<file path="config.mk">
export PLATFORM = sky130hd
export DESIGN_NAME = icache_dm_readonly
export DESIGN_NICKNAME = d
export VERILOG_FILES = /design/src/rtl/icache_dm_readonly.sv
export SDC_FILE = /design/constraint.sdc
export NUM_CORES = 1
export LEC_CHECK = 0
export CAP_MARGIN = 5
export CORE_ASPECT_RATIO = 1.2
export CORE_MARGIN = 5
export CORE_UTILIZATION = 45
export DETAILED_ROUTE_END_ITERATION = 7
export PLACE_DENSITY_LB_ADDON = 0.05
export SYNTH_ARGS = -nofsm -noshare
export SYNTH_HDL_FRONTEND = slang
export SYNTH_SLANG_ARGS = --single-unit
</file>
<file path="constraint.sdc">
create_clock -name clk -period 21.4 [get_ports clk]
set_input_delay 4.28 -clock clk [delete_from_list [all_inputs] [get_ports clk]]
set_output_delay 4.28 -clock clk [all_outputs]
set_load 0.02 [all_outputs]
</file>
<file path="src/rtl/icache_dm_readonly.sv">
// icache_dm_readonly: direct-mapped read-only instruction cache with one-line refill
module icache_dm_readonly #(
    parameter int INDEX_W = 3,
    localparam int TAG_W = 28 - INDEX_W,
    localparam int LINES = 2 ** INDEX_W
) (
    input  logic         clk,
    input  logic         rst,
    input  logic         proc_read,
    input  logic         proc_write,
    input  logic [29:0]  proc_addr,
    input  logic [31:0]  proc_wdata,
    output logic         proc_stall,
    output logic [31:0]  proc_rdata,
    output logic         mem_read,
    output logic         mem_write,
    output logic [27:0]  mem_addr,
    output logic [127:0] mem_wdata,
    input  logic [127:0] mem_rdata,
    input  logic         mem_ready
);
    typedef enum logic {IDLE, ALLOCATE} state_t;
    state_t state_q, state_d;
    logic [LINES-1:0] valid_q;
    logic [TAG_W-1:0] tag_q [LINES];
    logic [127:0] data_q [LINES];
    logic [INDEX_W-1:0] idx, fill_idx;
    logic [TAG_W-1:0] tag;
    logic hit, miss, fill;
    logic unused_ok;
    assign idx = proc_addr[2+INDEX_W-1:2];
    assign tag = proc_addr[29:2+INDEX_W];
    assign fill_idx = mem_addr[INDEX_W-1:0];
    assign hit = valid_q[idx] && tag_q[idx] == tag;
    assign proc_rdata = data_q[idx][{proc_addr[1:0], 5'd0} +: 32];
    assign mem_write = 1'b0;
    assign mem_wdata = '0;
    assign unused_ok = ^{proc_write, proc_wdata};
    // next state and handshake outputs; the refill always targets the latched mem_addr
    always_comb begin
        miss = proc_read && !hit;
        fill = (state_q == ALLOCATE) && mem_ready;
        mem_read = state_q == ALLOCATE;
        proc_stall = mem_read || miss;
        state_d = state_q == IDLE ? (miss ? ALLOCATE : IDLE) : (mem_ready ? IDLE : ALLOCATE);
    end
    // state, valid bits and refill address; reset abandons any in-flight refill
    always_ff @(posedge clk or posedge rst) begin
        if (rst) begin
            state_q <= IDLE;
            valid_q <= '0;
            mem_addr <= '0;
        end else begin
            state_q <= state_d;
            if (state_q == IDLE && miss) mem_addr <= proc_addr[29:2];
            if (fill) valid_q[fill_idx] <= 1'b1;
        end
    end
    // tag and data arrays are only meaningful under their valid bit, so they are not reset
    always_ff @(posedge clk) begin
        if (fill) begin
            tag_q[fill_idx] <= mem_addr[27:INDEX_W];
            data_q[fill_idx] <= mem_rdata;
        end
    end
endmodule

</file>
# After elaboration in Yosys (flattened, before gate mapping)
# Memories as Yosys holds them, arrays and structs flattened.
# Cells that the tools add are included.
# classes
order_cmp	3
n_eq_ne	1
n_shift	1
muxes	9
bitwise_logic	2
reduce_logical	7
# ops
operator	n
variable part select 128 x 8 -> 32 bit	1
equality test 25 bit	1
< comparator 3 x 4 -> 1 bit, second input constant	2
OR 8 bit	1
two-way mux 1 bit	7
logical AND 1 bit	5
binary-select mux 1 bit (select 3 bit)	1
demux 1 bit (select 3 bit)	1
greater-or-equal comparator 3 x 1 -> 1 bit, second input constant	1
logical NOT 1 bit	1
logical OR 1 bit	1
NOT 1 bit	1
# totals
register_bits	37
ramBits	1224
input_bits	195
output_inout_bits	191
elab_cells	28
mem_count	2
# mem_list
name	words	word_bits	rd	rd_clocked_by_memory_dff	wr	line_no	rtl
data_q	8	128	1	0	1	26	logic [127:0] data_q [LINES];
tag_q	8	25	1	0	1	25	logic [TAG_W-1:0] tag_q [LINES];

# Longest topological paths before layout
# logic_depth
ltp_word	7
depth_mapped	13
mapped_depth_nobuf	8

# Least setup slack after synthesis
# OpenSTA, ideal clock, no wires.
# synth_path
path_type	input-to-reg
start	input port mem_ready
end	register valid_q[2]
setup_time_ns	0.131
arrival_ns	15.722
required_time_ns	21.269
setup_slack_ns	5.547
cell_stages	3
path_buffers	0
cell_sequence	nand3_1 nor3_1 or2_2
# synth_between
elab_chain_len	1
# synth_rtl
element	line_no	rtl
start, declared	20	input logic mem_ready
logical AND 1 bit	42	fill = (state_q == ALLOCATE) && mem_ready;
end signal, assigned	51	valid_q <= '0;
end signal, assigned by index	56	if (fill) valid_q[fill_idx] <= 1'b1;
end, declared	24	logic [LINES-1:0] valid_q;
# Every way passes these cells.
# A chain may end at the register's enable or synchronous reset.

# Final worst setup path
# layout_path
start	input port proc_addr[2]
end	output port proc_stall
# layout_between
elab_chain_len	6
elab_cells_between_ends	8
classes_between	eq/ne: 1; mux: 2; reduce/logical: 4; memory: 1
# layout_rtl
element	line_no	rtl
start, declared	11	input logic [29:0] proc_addr,
memory read (8 x 25 bit) or binary-select mux 1 bit (select 3 bit) (tied branches)	-	
equality test 25 bit or two-way mux 1 bit (tied branches)	34	assign hit = valid_q[idx] && tag_q[idx] == tag;
logical AND 1 bit (*)	34	
logical NOT 1 bit (*)	41	miss = proc_read && !hit;
logical AND 1 bit (*)	41	
logical OR 1 bit (*)	44	proc_stall = mem_read || miss;
end, declared	13	output logic proc_stall,
# Mark *: on every way between the ends. The rest lies on a longest branch, timed or not. The select of a mux whose other input is x is not followed.

==> qor.yml <==
crit_path_frequent_cell: "nand2_1"
yosysTopAreaCell: "edfxtp_1"
maxSlewViolCount: 0
synth_area_leaders: "edfxtp_1 75%, mux4_2 16%, buf_4 2.0%"
synth_most_common_cell: "edfxtp_1"
r2r-end: "data_q[4][110]"
h-tree-depth: 4
drive_gt1_share_pct: 26.8
die_w_um: 311
dp_slack_ps: 7930
outcome: "finished, final reports clean"
grt_start_max_net_pins: 145
fmax_mhz: 75.2
port_buffers: 223
dpl.hpwl_um: 57500
crit_type: "in -> out"
fin_ws_ps: 8100
track_usage_pct: 19.0
grt_util_met3_pct: 4.88
crit_path_end_kind: "primary output"
netlist_top_cells_count: "1224 x edfxtp_1, 342 x mux4_2, 133 x buf_4, 60 x mux2_2, 60 x mux2i_1"
drt_iter0_drc: 1516
fin_skew_ps: 15.3
start_kind: "input port"
place_congestion: 0.695
busiest_layer: "met2"
r2r_start: "mem_addr[1]"
cp-endpoint: "proc_stall"
worstPathCellList: "buf_8 > buf_4 > buf_12 > mux4_2 > nand2b_1 > nand2_1 > xor2_1 > nor4_1 > nand4_1 > o31ai_1 > nand2_1 > clkdlybuf4s50_1"
startpoint: "proc_addr[2]"
first_pass_iters: 4
syn2layout_area_growth_pct: 16.2
critPathMaxFanout: 91
slowest_stage: "buf_4"
fp.dieH_um: 371
synth_warnings: 0
start_util_pct: 45.3
finalWirelength_um: 109000
avgSynthCellArea_um2: 23.7
finalCritPeriodShare_pct: 62.1
dp_cells: 3632
crit_arrival_ps: 9020
rr_worst_depth: 4
multi_input_area_um2: 10400
wl_per_cell_um: 28.1
clk_latency_ps: 740
hp-class: "reg -> reg"
power_leakage_uw: 0.0182
crit_required_ps: 17120
synthDistinctLibCells: 36
yosysSeqAreaShare_pct: 77.0
core_um2: 108000
cts_buffers: 135
nFillCells: 8498
ioPinCount: 386
die-area_um2: 115000
cts_sinks: 1261
grt_setup_unrepaired: "false"
nets: 2557
rows: 132
grt_use_met2_pct: 32.8
grt-ovfl-total: 0
synth-async-reset-ratio_pct: 2.93
finalSetupTns_ps: 0
clockRootBuffer: "clkbuf_16"
met1_usage_pct: 24.1
min_from: "valid_q[5]"
cts_resized: 0
tightest_slew_ps: 1210
grt_pass1_wl_um: 161000
drtAntennaViolNets: 0
holdBufCountCts: 0
irDropWorstVdd_mv: 0.0784
antenna_found_initial: 29
hold_viol: 0
cts_tree: "yes"
powerDensity_nw_per_um2: 99.1
finalSetupViolations: 0
min_period_ps: 13300
synth-edff-count: 1224
regArea_um2: 37700
vias: 21554
critPathMaxStageDelay_ps: 750
post-route-drc-count: 0
synth_cells: 2063
viasPerCell: 5.54
cts_buffer_depth: 3
path_clk_slew_ps: 60
ys_seq_elements: 1261
ff2ff_setup_slack_ps: 17770
synthFlopType: "edfxtp_1"
instances_no_fill: 3890
cts_setup_buffers: 0
relSlewSlack_pct: 19.6
drv_cap: 0
synth_area_um2: 48900
grt_pass1_vias: 23574
synth.top_cell.area_share_pct: 75.1
[stage by stage]
step | utilization [%] | total power, µW | cell area, µm² | hold WS (ps)
2_1_floorplan | - | 3230 | 49400 | 434
3_3_place_gp | 48.5 | 3390 | 52400 | 446
3_5_place_dp | 48.5 | 3410 | 52400 | 447
4_1_cts | 52.6 | 5720 | 56800 | 466
5_1_grt | 52.6 | 5850 | 56800 | 478
6_report | 52.6 | 5630 | 56800 | 463
[metal layers]
metal	wire length, µm	vias up
li1	-	9131
met1	44200	11688
met2	56300	546
met3	6370	169
met4	2370	20
met5	126	-
[worst min path at each step]
stage	end	depth (start not counted)	slack (ps)
4_1_cts	valid_q[3]	1	470
2_1_floorplan	valid_q[2]	1	430
6_report	valid_q[5]	1	460
3_3_place_gp	valid_q[1]	1	450
5_1_grt	valid_q[1]	1	480
3_5_place_dp	valid_q[2]	1	450
[placed cells by master, fill, tap and decap left out, drive strengths merged, types with 12 or more instances in the layout]
cell type | synthesis | routed
diode | 0 | 13
mux2i | 60 | 60
edfxtp | 1224 | 1224
bufinv | 0 | 12
dfrtp | 37 | 37
buf | 180 | 41
mux4 | 342 | 342
clkdlybuf4s50 | 0 | 218
clkbuf | 45 | 166
clkinv | 0 | 52
a221oi | 13 | 13
conb | 1 | 129
mux2 | 69 | 69
xor2 | 13 | 13
[cells by family (layout without fill, tap and decap cells)]
family / count (synthesis) / after routing / share of synthesized area, %
buf+inv: 227 / 506 / 2.91
compound gates: 35 / 35 / 0.578
xor+xnor: 24 / 24 / 0.430
mux: 471 / 471 / 18.6
other cells: 1 / 142 / 0.00767
flops: 1261 / 1261 / 77.0
simple gates: 44 / 44 / 0.473
[critical path: cells and delay by family]
| family | cells | cell delay [ps] |
|---|---|---|
| compound gates | 1 | 320 |
| xor+xnor | 1 | 190 |
| buf+inv | 4 | 2640 |
| mux | 1 | 590 |
| simple gates | 5 | 830 |
[layout make-up]
type | count | share of cell area, %
Tap cell | 1407 | 3.10
Sequential cell | 1261 | 66.3
Timing Repair Buffer | 259 | 4.56
Clock inverter | 79 | 1.28
Clock buffer | 166 | 6.44
Multi-Input combinational cell | 703 | 18.2
Antenna cell | 13 | 0.0572
Inverter | 2 | 0.0132
[sequential cells by signal, indices dropped and copies added, names as in the netlist]
signal and count:
valid_q 8, tag_q 200, mem_addr 28, data_q 1024, mem_read 1
[power by group]
part	total (µW)	internal, µW	switching, µW
Clock	2290	1360	931
Sequential	2890	2840	49.7
Combinational	449	193	256
(Power assumes the default switching activity.)
